## src/rtl/data_mem_dump_sequencer_pkg.sv

```systemverilog
// -----------------------------------------------------------------------------
// data_mem_dump_sequencer_pkg
// Shared definitions for the DataMemory dump sequencer:
//   - FSM state encodings (3-bit, kept as plain localparams so older tools and
//     waveform viewers see stable numeric codes)
//   - helpers to size the byte serializer from the RAM word width
// -----------------------------------------------------------------------------
package data_mem_dump_sequencer_pkg;

    localparam logic [2:0] ST_IDLE = 3'd0;
    localparam logic [2:0] ST_RD   = 3'd1;
    localparam logic [2:0] ST_WAIT = 3'd2;
    localparam logic [2:0] ST_SEND = 3'd3;
    localparam logic [2:0] ST_TXW  = 3'd4;
    localparam logic [2:0] ST_FIN  = 3'd5;

    // Number of bytes carried by one RAM word (DATA_W is a multiple of 8).
    function automatic int bytes_per_word(input int data_w);
        return data_w / 8;
    endfunction

    // Width of a byte index; never narrower than one bit.
    function automatic int idx_width(input int n);
        return (n <= 1) ? 1 : $clog2(n);
    endfunction

endpackage

```

## src/rtl/data_mem_dump_sequencer_word_byte_serializer.sv

```systemverilog
// -----------------------------------------------------------------------------
// data_mem_dump_sequencer_word_byte_serializer
// Captures one RAM word and presents it one byte at a time, most significant
// byte first.
// Ports:
//   i_clk    clock
//   i_reset  asynchronous active-high reset (clears word and index)
//   i_load   capture i_word and restart at the most significant byte
//   i_word   word to capture
//   i_next   advance to the next (less significant) byte
//   o_byte   currently selected byte
//   o_last   the selected byte is the least significant one
// -----------------------------------------------------------------------------
module data_mem_dump_sequencer_word_byte_serializer
    import data_mem_dump_sequencer_pkg::*;
#(
    parameter int DATA_W = 32
) (
    input  logic              i_clk,
    input  logic              i_reset,
    input  logic              i_load,
    input  logic [DATA_W-1:0] i_word,
    input  logic              i_next,
    output logic [7:0]        o_byte,
    output logic              o_last
);
    localparam int BPW   = bytes_per_word(DATA_W);
    localparam int IDX_W = idx_width(BPW);

    logic [DATA_W-1:0] r_word_q;
    logic [IDX_W-1:0]  r_byte_idx;
    logic [7:0]        w_bytes [BPW];

    always_ff @(posedge i_clk or posedge i_reset) begin
        if (i_reset) begin
            r_word_q   <= '0;
            r_byte_idx <= '0;
        end else if (i_load) begin
            r_word_q   <= i_word;
            r_byte_idx <= '0;
        end else if (i_next) begin
            r_byte_idx <= r_byte_idx + 1'b1;
        end
    end

    // Index 0 maps to the top byte so the index counts in transmit order.
    generate
        for (genvar gi = 0; gi < BPW; gi++) begin : g_byte_sel
            assign w_bytes[gi] = r_word_q[(BPW-1-gi)*8 +: 8];
        end
    endgenerate

    assign o_byte = w_bytes[r_byte_idx];
    assign o_last = (r_byte_idx == IDX_W'(BPW - 1));

endmodule

```

## src/rtl/data_mem_dump_sequencer.sv

```systemverilog
// -----------------------------------------------------------------------------
// data_mem_dump_sequencer
// Arbitrates the single DataMemory port between the pipeline MEM stage and a
// debug dump path. When idle the pipeline's write enables and address pass
// straight through. A dump request with the datapath halted takes the port,
// reads words 0..NUM_WORDS-1 and streams each one MSB-first over the UART TX
// byte handshake, then hands the port back.
// Ports:
//   i_clk, i_reset          clock, asynchronous active-high reset
//   i_dump_start            1-cycle dump request (only honoured when idle and halted)
//   i_datapath_on           pipeline running; aborts a dump in progress
//   i_pipe_we, i_pipe_addr  MEM-stage byte write enables / word address
//   i_ram_dout              DataMemory read data (1-cycle latency)
//   i_tx_done               UART byte-sent pulse
//   o_ram_we, o_ram_addr    DataMemory byte write enables / address
//   o_tx_data, o_tx_start   byte to send and its 1-cycle start pulse
//   o_dbg_grant             debug path owns the RAM port
//   o_busy                  dump in progress
//   o_dump_done             1-cycle pulse: full dump completed
//   o_dump_abort            1-cycle pulse: dump abandoned because the datapath resumed
// -----------------------------------------------------------------------------
module data_mem_dump_sequencer
    import data_mem_dump_sequencer_pkg::*;
#(
    parameter int ADDR_W    = 8,
    parameter int DATA_W    = 32,
    parameter int NUM_WORDS = 256
) (
    input  logic              i_clk,
    input  logic              i_reset,
    input  logic              i_dump_start,
    input  logic              i_datapath_on,
    input  logic [3:0]        i_pipe_we,
    input  logic [ADDR_W-1:0] i_pipe_addr,
    input  logic [DATA_W-1:0] i_ram_dout,
    input  logic              i_tx_done,
    output logic [3:0]        o_ram_we,
    output logic [ADDR_W-1:0] o_ram_addr,
    output logic [7:0]        o_tx_data,
    output logic              o_tx_start,
    output logic              o_dbg_grant,
    output logic              o_busy,
    output logic              o_dump_done,
    output logic              o_dump_abort
);
    localparam logic [ADDR_W-1:0] LAST_ADDR = ADDR_W'(NUM_WORDS - 1);

    logic [2:0]        r_state;
    logic [2:0]        w_state_next;
    logic [ADDR_W-1:0] r_word_addr;
    logic              r_abort_pend;
    logic              r_dump_abort;
    logic              w_abort_now;
    logic              w_addr_clr;
    logic              w_addr_inc;
    logic              w_load;
    logic              w_next;
    logic              w_last;
    logic [7:0]        w_byte;

    always_comb begin
        w_state_next = r_state;
        w_abort_now  = 1'b0;
        w_addr_clr   = 1'b0;
        w_addr_inc   = 1'b0;
        w_load       = 1'b0;
        w_next       = 1'b0;
        case (r_state)
            ST_IDLE: begin
                if (i_dump_start && !i_datapath_on) begin
                    w_state_next = ST_RD;
                    w_addr_clr   = 1'b1;
                end
            end
            ST_RD: begin
                if (i_datapath_on) begin
                    w_state_next = ST_IDLE;
                    w_abort_now  = 1'b1;
                end else begin
                    w_state_next = ST_WAIT;
                end
            end
            ST_WAIT: begin
                if (i_datapath_on) begin
                    w_state_next = ST_IDLE;
                    w_abort_now  = 1'b1;
                end else begin
                    w_state_next = ST_SEND;
                    w_load       = 1'b1;
                end
            end
            ST_SEND: begin
                if (i_datapath_on) begin
                    w_state_next = ST_IDLE;
                    w_abort_now  = 1'b1;
                end else begin
                    w_state_next = ST_TXW;
                end
            end
            ST_TXW: begin
                // Never cut the UART mid-byte: a resume request seen at any
                // point in TXW is remembered and acted on at tx_done.
                if (i_tx_done) begin
                    if (i_datapath_on || r_abort_pend) begin
                        w_state_next = ST_IDLE;
                        w_abort_now  = 1'b1;
                    end else if (!w_last) begin
                        w_state_next = ST_SEND;
                        w_next       = 1'b1;
                    end else if (r_word_addr == LAST_ADDR) begin
                        w_state_next = ST_FIN;
                    end else begin
                        w_state_next = ST_RD;
                        w_addr_inc   = 1'b1;
                    end
                end
            end
            ST_FIN: begin
                w_state_next = ST_IDLE;
                w_addr_clr   = 1'b1;
            end
            default: begin
                w_state_next = ST_IDLE;
            end
        endcase
    end

    always_ff @(posedge i_clk or posedge i_reset) begin
        if (i_reset) begin
            r_state      <= ST_IDLE;
            r_word_addr  <= '0;
            r_abort_pend <= 1'b0;
            r_dump_abort <= 1'b0;
        end else begin
            r_state      <= w_state_next;
            r_dump_abort <= w_abort_now;
            if (w_addr_clr) begin
                r_word_addr <= '0;
            end else if (w_addr_inc) begin
                r_word_addr <= r_word_addr + 1'b1;
            end
            if (w_state_next == ST_IDLE) begin
                r_abort_pend <= 1'b0;
            end else if (r_state == ST_TXW && i_datapath_on) begin
                r_abort_pend <= 1'b1;
            end
        end
    end

    data_mem_dump_sequencer_word_byte_serializer #(
        .DATA_W (DATA_W)
    ) u_serializer (
        .i_clk   (i_clk),
        .i_reset (i_reset),
        .i_load  (w_load),
        .i_word  (i_ram_dout),
        .i_next  (w_next),
        .o_byte  (w_byte),
        .o_last  (w_last)
    );

    // Port mux: debug only ever reads, so its write enables are forced low.
    assign o_dbg_grant  = (r_state != ST_IDLE);
    assign o_busy       = (r_state != ST_IDLE);
    assign o_ram_we     = o_dbg_grant ? 4'b0000 : i_pipe_we;
    assign o_ram_addr   = o_dbg_grant ? r_word_addr : i_pipe_addr;
    assign o_tx_data    = w_byte;
    assign o_tx_start   = (r_state == ST_SEND);
    assign o_dump_done  = (r_state == ST_FIN);
    assign o_dump_abort = r_dump_abort;

endmodule

```

## config.mk

```make
export PLATFORM = sky130hd
export DESIGN_NAME = data_mem_dump_sequencer
export DESIGN_NICKNAME = d
export VERILOG_FILES = /design/src/rtl/data_mem_dump_sequencer_pkg.sv /design/src/rtl/data_mem_dump_sequencer_word_byte_serializer.sv /design/src/rtl/data_mem_dump_sequencer.sv
export SDC_FILE = /design/constraint.sdc
export NUM_CORES = 1
export LEC_CHECK = 0
export CAP_MARGIN = 20
export CORE_AREA = 2 2 75 77
export CTS_CLUSTER_DIAMETER = 80
export DETAILED_ROUTE_END_ITERATION = 8
export DIE_AREA = 0 0 77 79
export PLACE_DENSITY = 0.76
export SLEW_MARGIN = 0
export SYNTH_ARGS = -nofsm -noshare
export SYNTH_HDL_FRONTEND = slang
export SYNTH_SLANG_ARGS = --single-unit
```

## constraint.sdc

```tcl
create_clock -name i_clk -period 2.4 [get_ports i_clk]
set_clock_uncertainty 0.15 [all_clocks]
set_input_delay 0.36 -clock i_clk [delete_from_list [all_inputs] [get_ports i_clk]]
set_output_delay 0.36 -clock i_clk [all_outputs]
set_load 0.02 [all_outputs]
```

== After elaboration in Yosys (flattened, before gate mapping) ==
Cells that the tools add are included.

* Reduce and logical (&&, ||, !) cells: 11
* Equality and inequality tests: 7
* Bitwise logic cells: 1
* Mux-type cells: 37
* Magnitude comparators: 1
* Add/sub/neg operators: 2

{| class="wikitable"
|+ Operator list
! kind !! number
|-
| $mux W8 || 5
|-
| $mux W3 || 6
|-
| $mux W1 || 17
|-
| $bmux W8 S2 || 1
|-
| $pmux W3 S5 || 1
|-
| $add A8 B1 Y8 const B || 1
|-
| $eq A8 B8 Y1 const B || 1
|-
| $mux W2 || 4
|-
| $eq A3 B2 Y1 const B || 2
|-
| $eq A3 B3 Y1 const B || 2
|-
| $logic_not A3 Y1 || 2
|-
| $reduce_bool A2 Y1 || 3
|-
| $mux W4 || 1
|-
| $pmux W1 S2 || 2
|-
| $eq A3 B1 Y1 const B || 1
|-
| $ge A3 B3 Y1 const B || 1
|-
| $not A2 Y3 || 1
|-
| $reduce_bool A3 Y1 || 1
|-
| $reduce_or A3 Y1 || 1
|-
| $add A2 B1 Y2 const B || 1
|-
| $eq A2 B2 Y1 const B || 1
|-
| $logic_and A1 B1 Y1 || 2
|-
| $logic_not A1 Y1 || 1
|-
| $logic_or A1 B1 Y1 || 1
|}

* Output and inout bits: 25
* Register bits after elaboration: 47

== Longest topological paths before layout ==
* Depth in word-level cells: 8
* Depth in mapped cells: 6
* Mapped depth without buffers: 4

== Hierarchy ==
Synthesis repeated with hierarchy kept, for this count alone.

* Cell total of the unflattened synthesis: 185
* Area, all modules: 2,419.8 um^2

{| class="wikitable"
|+ By module, submodules not included
! module !! cells each !! times used !! area an instance (um^2) !! seq. area each (um^2)
|-
| data_mem_dump_sequencer_word_byte_serializer || 86 || 1 || 1,488.9 || 850.8
|-
| data_mem_dump_sequencer || 99 || 1 || 930.9 || 325.3
|}

== Worst setup path after synthesis ==
No wires, ideal clock.

* Path type: reg-to-output
* From: reg r_state[0]
* To: out o_ram_addr[6]
* Data required time: 1.890 ns
* Cell stages (with the launch flop): 5
* Buffers on the path: 2
* Arrival: 1.679 ns
* Slack: 0.211 ns
* Cell sequence: dfrtp_1 -> buf_4 -> nor3_1 -> buf_2 -> mux2_2

* Cells in the longest elaborated chain, start to end: 2

{| class="wikitable"
|+ RTL lines
! what !! RTL line !! RTL
|-
| start, declared || data_mem_dump_sequencer.sv:48 || <nowiki>logic [2:0] r_state;</nowiki>
|-
| start signal, assigned || data_mem_dump_sequencer.sv:135 || <nowiki>r_state <= w_state_next;</nowiki>
|-
| $reduce_bool A3 Y1 || data_mem_dump_sequencer.sv:163 || <nowiki>assign o_dbg_grant = (r_state != ST_IDLE);</nowiki>
|-
| $mux W8 || data_mem_dump_sequencer.sv:166 || <nowiki>assign o_ram_addr = o_dbg_grant ? r_word_addr : i_pipe_addr;</nowiki>
|-
| end, declared || data_mem_dump_sequencer.sv:38 || <nowiki>output logic [ADDR_W-1:0] o_ram_addr,</nowiki>
|}

No other way between the ends.

== Final worst setup path ==
* From: reg r_state[0]
* To: out o_dbg_grant

* Cells in the longest elaborated chain, start to end: 1

{| class="wikitable"
|+ RTL lines
! what !! RTL line !! RTL
|-
| $reduce_bool A3 Y1 || data_mem_dump_sequencer.sv:163 ||
|-
| end, declared || data_mem_dump_sequencer.sv:41 || <nowiki>output logic o_dbg_grant,</nowiki>
|}

No other way between the ends.

==> run_results.csv <==
group,metric,value,unit
clock_tree,cts_tree,"yes",
logic_synthesis,async_flop_share,1.00,
power_and_ir_drop,p_leak,1.41,nW
power_and_ir_drop,p_sw_frac,0.311,
power_and_ir_drop,p_switching,0.000857,W
power_and_ir_drop,p_seq_frac,0.440,
global_route,grt.total_usage,0.170,
logic_synthesis,synth.distinct_cells,42,
drt,drt_iter0_markers,43,
logic_synthesis,synth_nets,238,
global_route,grt_pass1_wl,8150,um
clock_tree,clk_latency,0.30,ns
critical_path,cp_num_buf_inv,4,
logic_synthesis,ys_warn_count,0,
clock_tree,cts_buffers,5,
global_route,grt_max_degree,48,
sta,fin_crit,2.30,ns
critical_path,cpLargestDelayFamily,"buffers and inverters",
logic_synthesis,ys_ff_latch,47,
logic_synthesis,synthCells,187,
floorplan,dieWidth,77,um
clock_tree,clkSinkCount,47,
logic_synthesis,synth_top_area_share,0.490,
drt,wl_per_cell,14.5,um
power_and_ir_drop,p_int,0.00190,W
floorplan,die_y,79,um
logic_synthesis,synth.avg_cell_area,12.8,um2
drt,drc_errors,0,
drt,dr.pass1.iters,4,
critical_path,start_kind,"flip-flop",
logic_synthesis,netlist_area,2400,um2
logic_synthesis,yosysSeqAreaShare,0.490,
clock_tree,cts-htree-levels,2,
critical_path,cp_cell_sequence,"nor3_1 > buf_4 > buf_4 > inv_1 > clkdlybuf4s50_1",
drt,post_drt_via_cell_ratio,5.12,
sta,setup_violations,0,
floorplan,core.rowCount,27,
final_layout,final_nets,318,
clock_tree,ctsHoldBuffers,0,
power_and_ir_drop,p_clk_frac,0.182,
critical_path,required,1.89,ns
placed_design,gp_congestion,0.813,
floorplan,core,5340,um2
logic_synthesis,yosys-top-cells-area,"dfrtp_1 49%, mux2_2 18%, mux4_2 7.5%",
critical_path,cpMostUsedCell,"buf_4",
sta,timing.final.crit_share,0.959,
logic_synthesis,synth-edff-count,0,
run,cap_viol_max_count,0,
global_route,grt_pass1_vias,1743,
critical_path,cp_max_fo,7,
placed_design,dp_hpwl,3640,um
critical_path,cp-end-kind,"output port",
drt,ant_nets,0,
critical_path,worstPathArrival,1.79,ns
drt,dr_total_vias,1742,
sta,fmax,0.435,GHz
critical_path,cp_slowest_stage_delay,0.53,ns
logic_synthesis,synth_most_common_cell,"dfrtp_1",
power_and_ir_drop,p_comb_frac,0.379,
sta,worst_slew_pin_slew,0.581,ns
outcome,status,"complete, no violations",
sta,relSlewSlack,0.613,
global_route,grt_overflow,0,
power_and_ir_drop,power_density,834,nW/um2
floorplan,start_util,0.449,
global_route,antenna_found_initial,0,
logic_synthesis,synth_ff_type,"dfrtp_1",
sta,fin_ws,0.0994,ns
sta,drv_slew,0,
logic_synthesis,synth_top_area_cell,"dfrtp_1",
drt,routed_wl,4940,um
final_layout,drive_gt1_frac,0.272,
clock_tree,clockBufferDepth,2,
min_path,holdCritPathClass,"flip-flop to flip-flop",
placed_design,numPortBuffers,73,
final_layout,n_antenna_cell,0,
sta,finalHoldViolations,0,
floorplan,dieArea,6080,um2
logic_synthesis,yosys-top-cells-count,"47 x dfrtp_1, 38 x mux2_2, 9 x o21ai_0",
clock_tree,ctsRootBufferMaster,"clkbuf_8",
sta,rsz0062_at_grt,"no",
final_layout,area_growth,38.0,%
floorplan,io_pins,74,
critical_path,slowest_stage,"clkdlybuf4s50_1",
critical_path,critical_path_class,"flip-flop to output port",
power_and_ir_drop,ir_drop,413,uV
placed_design,place_ws,0.127,ns
sta,tns,0,ns
clock_tree,cts.reportedPaths.clkPinSlew,0.10,ns
[what timing repair did]
item                                    4_1_cts  5_1_grt
buffers inserted                              2        0
endpoints found under the setup margin       18        1
resized for setup                            20        2
[state kept, by name, summed over array words and instances, names as in the netlist]
signal / flops
r_word_addr: 8
r_state: 3
u_serializer.r_word_q: 32
o_dump_abort: 1
u_serializer.r_byte_idx: 2
r_abort_pend: 1
[kinds of logic after synthesis]
group	after synthesis	synth area share
muxes	48	0.262
AOI/OAI and AO/OA	21	0.0548
and+or+nand+nor	52	0.136
xor gates and xnor gates	1	0.00365
adders and majority gates	2	0.0104
DFF	47	0.490
buffers and inverters	16	0.0422
[placed cells by master, fill, tap and decap left out, types with 3 or more instances in the layout]
cell and instances:
clkdlybuf4s50_1 53, dfrtp_1 47, mux2_2 38, dlygate4sd2_1 19
o21ai_0 9, buf_4 9, mux4_2 8, nand2_1 8
nand3_1 6, nor2_1 5, and2_1 5, nand3b_1 5
clkbuf_8 5, nor3_1 4, inv_1 4, a21oi_1 4
and4_1 3
[cell type report]
type / count / area [um2]
clock buffers: 5 / 68.8
clock inverters: 3 / 25.0
fillers: 453 / 2030
inverters: 5 / 18.8
multi-input cells: 124 / 1120
flip-flops and latches: 47 / 1180
well taps: 72 / 90.1
repair buffers: 84 / 810
[per-layer routing]
metal / vias up / wire [um] / GRT usage
met5: - / 0 / 0
met3: 4 / 175 / 0.0398
met4: 0 / 48 / 0.0482
li1: 849 / - / -
met2: 35 / 2550 / 0.289
met1: 854 / 2160 / 0.219
[power by group through the flow]
stage | sequential, W | clock, W | combinational [W]
detailed placement | 0.00123 | 0 | 0.00112
global route | 0.00125 | 0.000554 | 0.00112
CTS | 0.00122 | 0.000520 | 0.00106
finish | 0.00121 | 0.000501 | 0.00104
floorplan | 0.00118 | 0 | 0.000720
global placement | 0.00121 | 0 | 0.00109
[metrics by stage]
stage	area, um2	power (W)	std cells	utilization	hold slack [ns]
finish	3310	0.00276	340	0.620	0.351
detailed placement	3220	0.00235	330	0.603	0.329
floorplan	2400	0.00190	187	-	0.294
global route	3310	0.00293	340	0.620	0.380
CTS	3310	0.00280	340	0.621	0.353
global placement	3220	0.00231	330	0.603	0.322
[path summary, 6_finish.rpt]
kind,start,endpoint,slack (ns),cells after the start
hold reg to reg,u_serializer.r_word_q[8],u_serializer.r_word_q[8],0.35,1
setup reg to reg,r_state[2],u_serializer.r_word_q[15],0.47,5
hold / removal,u_serializer.r_word_q[8],u_serializer.r_word_q[8],0.35,1
max in group asynchronous,i_reset,u_serializer.r_word_q[10],1.35,3
min in group asynchronous,i_reset,u_serializer.r_word_q[27],0.36,3
setup / recovery,r_state[0],o_dbg_grant,0.1,5
Power figures use the tool's default switching activity.
